File: src/rtl/shift_rows_pipe.sv
// Pipelined Rijndael ShiftRows / InvShiftRows for NB = 4, 6 or 8 columns with valid/ready flow.
// Define SHIFT_ROWS_PIPE_INV_EN to build the inverse permutation selected per transaction by in_inv.
module shift_rows_pipe #(
  parameter int NB          = 4,
  parameter int PIPE_STAGES = 1,
  parameter int TAG_W       = 4
) (
  input  logic             clk,
  input  logic             reset,
  input  logic             flush,
  input  logic             in_valid,
  output logic             in_ready,
  input  logic             in_inv,
  input  logic [TAG_W-1:0] in_tag,
  input  logic [32*NB-1:0] state_in,
  output logic             out_valid,
  input  logic             out_ready,
  output logic [TAG_W-1:0] out_tag,
  output logic [32*NB-1:0] state_out
);

  localparam int W = 32 * NB;

  if (!(NB == 4 || NB == 6 || NB == 8)) begin : g_bad_nb
    $error("shift_rows_pipe: NB must be 4, 6 or 8");
  end
  if (PIPE_STAGES < 1 || PIPE_STAGES > 4) begin : g_bad_stages
    $error("shift_rows_pipe: PIPE_STAGES must be in 1..4");
  end
  if (TAG_W < 1) begin : g_bad_tag
    $error("shift_rows_pipe: TAG_W must be at least 1");
  end

  // Rows 2 and 3 shift one column further on the 256-bit block.
  function automatic int row_shift(input int r);
    int s;
    s = r;
    if (NB == 8 && r >= 2) s = r + 1;
    return s;
  endfunction

  function automatic logic [W-1:0] shift_fwd(input logic [W-1:0] s);
    logic [W-1:0] o;
    o = '0;
    for (int r = 0; r < 4; r++) begin
      for (int c = 0; c < NB; c++) begin
        o[8*(4*c+r) +: 8] = s[8*(4*((c + row_shift(r)) % NB) + r) +: 8];
      end
    end
    return o;
  endfunction

  logic [W-1:0] perm_d;

`ifdef SHIFT_ROWS_PIPE_INV_EN
  function automatic logic [W-1:0] shift_inv(input logic [W-1:0] s);
    logic [W-1:0] o;
    o = '0;
    for (int r = 0; r < 4; r++) begin
      for (int c = 0; c < NB; c++) begin
        o[8*(4*c+r) +: 8] = s[8*(4*((c - row_shift(r) + NB) % NB) + r) +: 8];
      end
    end
    return o;
  endfunction

  assign perm_d = in_inv ? shift_inv(state_in) : shift_fwd(state_in);
`else
  logic unused_inv;
  assign unused_inv = in_inv;
  assign perm_d     = shift_fwd(state_in);
`endif

  // Handshake: a transfer happens on a rising edge where valid && ready; ready never
  // depends on valid of the same interface, and a held output stays frozen until taken.
  logic [PIPE_STAGES-1:0] valid_q;
  logic [TAG_W-1:0]       tag_q  [PIPE_STAGES];
  logic [W-1:0]           data_q [PIPE_STAGES];
  logic [PIPE_STAGES-1:0] advance;

  // A stage may load when it is empty or everything downstream of it moves.
  always_comb begin
    logic carry;
    advance = '0;
    carry   = out_ready;
    for (int i = PIPE_STAGES - 1; i >= 0; i--) begin
      carry      = carry || !valid_q[i];
      advance[i] = carry;
    end
  end

  assign in_ready = advance[0] && !flush;

  always_ff @(posedge clk or negedge reset) begin
    if (!reset) begin
      valid_q <= '0;
      for (int i = 0; i < PIPE_STAGES; i++) begin
        tag_q[i]  <= '0;
        data_q[i] <= '0;
      end
    end else if (flush) begin
      valid_q <= '0;
    end else begin
      if (advance[0]) begin
        valid_q[0] <= in_valid;
        tag_q[0]   <= in_tag;
        data_q[0]  <= perm_d;
      end
      for (int i = 1; i < PIPE_STAGES; i++) begin
        if (advance[i]) begin
          valid_q[i] <= valid_q[i-1];
          tag_q[i]   <= tag_q[i-1];
          data_q[i]  <= data_q[i-1];
        end
      end
    end
  end

  assign out_valid = valid_q[PIPE_STAGES-1];
  assign out_tag   = tag_q[PIPE_STAGES-1];
  assign state_out = data_q[PIPE_STAGES-1];

endmodule

File: config.mk
export PLATFORM = sky130hd
export DESIGN_NAME = shift_rows_pipe
export DESIGN_NICKNAME = d
export VERILOG_FILES = /design/src/rtl/shift_rows_pipe.sv
export SDC_FILE = /design/constraint.sdc
export NUM_CORES = 1
export LEC_CHECK = 0
export CORE_MARGIN = 8
export CORE_UTILIZATION = 42
export DETAILED_ROUTE_END_ITERATION = 8
export GPL_TIMING_DRIVEN = 1
export PLACE_DENSITY = 0.86
export SYNTH_ARGS = -nofsm -noshare
export SYNTH_HDL_FRONTEND = slang
export SYNTH_SLANG_ARGS = --single-unit
File: constraint.sdc
create_clock -name clk -period 2.5 [get_ports clk]
set_input_delay 0.5 -clock clk [delete_from_list [all_inputs] [get_ports clk]]
set_output_delay 0.5 -clock clk [all_outputs]
set_load 0.03 [all_outputs]
==> metrics.txt <==
fill cell count 725; setup total negative slack 0 ns; die area 15600 sq um; Routability Congestion 0.699; cell taking the most area after synthesis dfrtp_1; clk sinks between 100 and 150; Starting Density 0.433; Synth warnings 0; Avg WL per Cell around 21 um; Area Growth Syn to Fin 68.9%; period utilization 0.838; maximum buffer depth of the clock tree 2; Worst Max-Slew Pin Slew 0.605 ns; Reg clk slew, reported paths about 0.05 ns; Layout Nets approximately 700; Tot GR Track Use 0.196; Reg2Reg Depth 5; worst reg2reg endpoint state_out[40]; headroom to the max-slew limit 0.597; Synth Register Bits approximately 130; vias in the first global route a little over 4000; I/O pin count roughly 270; antenna viol nets, final 0; WS Path Type in2out; leakage power about 3.5 nW; setup violators final 0; clk_skew 0.00868 ns; top area cells in the synthesized netlist dfrtp_1 67%, mux2_1 16%, mux2_2 14%; initial antenna violation count 0; unrepaired setup endpoints after global routing no; Core Region around 11000 sq um; Final Max Slew Viols 0; Rows 39; Initial DRC Count 163; most frequent cell after synthesis dfrtp_1; drt first pass iters 4; Hold WS roughly 0.48 ns; ys flop type dfrtp_1; Post-synth ARST share 1.00; die height 125 um; syn nets between 400 and 500; Period minus WS final about 2.1 ns; number of synthesized flops with an enable pin 0; CP startpoint out_ready; worst vdd ir between 0.5 and 0.6 mV; Critical Path Sink Type primary output; post-synthesis cell type count 8; htree depth 4; status completed; worst skew pair latency 0.41 ns; register area share after synthesis 0.670; DIE WIDTH 125 um; DR DRC count 0; via density per instance 4.89; R2R Setup Slk roughly 0.90 ns; Peak Freq ~480 MHz; Post-Synthesis Cell Area slightly below 5000 sq um; reg-to-reg startpoint out_valid; HPWL after detailed placement 11.4 mm; area of the multi-input gates roughly 1500 sq um; largest net degree at the start of global routing 121; post-synthesis area per instance ~18 sq um; type of the most critical hold path reg2reg; Max FO, Critical Path 20; arrival time at the worst endpoint roughly 1.6 ns; Worst Path Required roughly 2.0 ns; first-pass GRT wire length 23.4 mm; final hold violations 0; Hold Crit Depth 1; top cell type's share of synthesized area 0.670; # resized after CTS 0; total number of vias ~3500; routed wire length ~15 mm; Num CTS Buffers 17; Root Buffer clkbuf_16; Mapped Cells 283; # diodes 0; Post-synth top cells 133 x dfrtp_1, 69 x mux2_1, 63 x mux2_2; share of layout cells above drive strength 1 0.173; global route total overflow 0; crit path to in_ready; PD cells roughly 800 nW/um^2; TritonCTS clock tree yes; crit path launch type input port; max-capacitance violation count 0; PortBufs 270; register area between 3000 and 4000 sq um
[worst min path at each step]
stage                         startpoint        endpoint  slack (ns)
final                     state_out[114]  state_out[114]        0.48
after global routing      state_out[113]  state_out[113]        0.50
after floorplan                    reset      out_tag[0]        0.20
after detailed placement           reset   state_out[57]        0.36
after global placement             reset   state_out[58]        0.36
after CTS                          reset   state_out[54]        0.48
[where the power goes]
group | internal, mW | switching [mW]
registers | 2.42 | 0.138
clock network | 1.52 | 0.830
logic | 0.848 | 0.909
[per-stage QoR]
stage | area, sq um | util | worst slack [ns] | power, mW | instances
floorplan | 4970 | - | 0.891 | 3.44 | 283
global placement | 7820 | 0.682 | 0.396 | 4.31 | 690
detailed placement | 7820 | 0.682 | 0.327 | 4.37 | 690
CTS | 8390 | 0.731 | 0.401 | 6.74 | 720
global route | 8390 | 0.731 | 0.362 | 6.93 | 720
finish | 8390 | 0.731 | 0.405 | 6.67 | 720
[cells in the final DEF (no fill, tap or decap), drive strengths merged]
| master | count |
|---|---|
| bufinv | 2 |
| clkinv | 3 |
| dfrtp | 133 |
| buf | 10 |
| mux2 | 132 |
| clkdlybuf4s50 | 268 |
| nor2b | 1 |
| dlygate4sd3 | 1 |
| clkbuf | 24 |
| nor2 | 3 |
[layer usage]
metal | global-route usage | vias up | part of all wire
li1 | - | 1564 | -
met1 | 0.191 | 1740 | 0.35
met2 | 0.341 | 186 | 0.52
met3 | 0.0966 | 28 | 0.11
met4 | 0.0872 | 0 | 0.024
met5 | 0 | - | 0
[area by class of cell]
class / instances / area share
multi-input combinational: 136 / 0.181
tap: 143 / 0.0213
clock buffer: 24 / 0.0574
timing repair buffer: 279 / 0.334
clock inverter: 5 / 0.00895
sequential: 133 / 0.397
[critical path: stages]
cell	delay, ns
clkdlybuf4s50_1	0.51
nor2b_4	0.06
nor2_4	0.14
buf_12	0.18
buf_4	0.18
[registers in the layout, indices dropped and copies added, names as in the netlist]
name and count:
out_tag 4, out_valid 1, state_out 128
[logic make-up after synthesis]
group | synth area share
multiplexers | 0.299
buffers and inverters | 0.0242
AND/OR/NAND/NOR | 0.00655
flip-flops | 0.670
[what timing repair did]
action / CTS / global route
setup endpoints to repair: 0 / 0
setup buffers: 0 / 0
hold buffers: 1 / 0
endpoints found under the hold margin: 13 / 0
No activity file was read; power rests on OpenSTA's default activity.
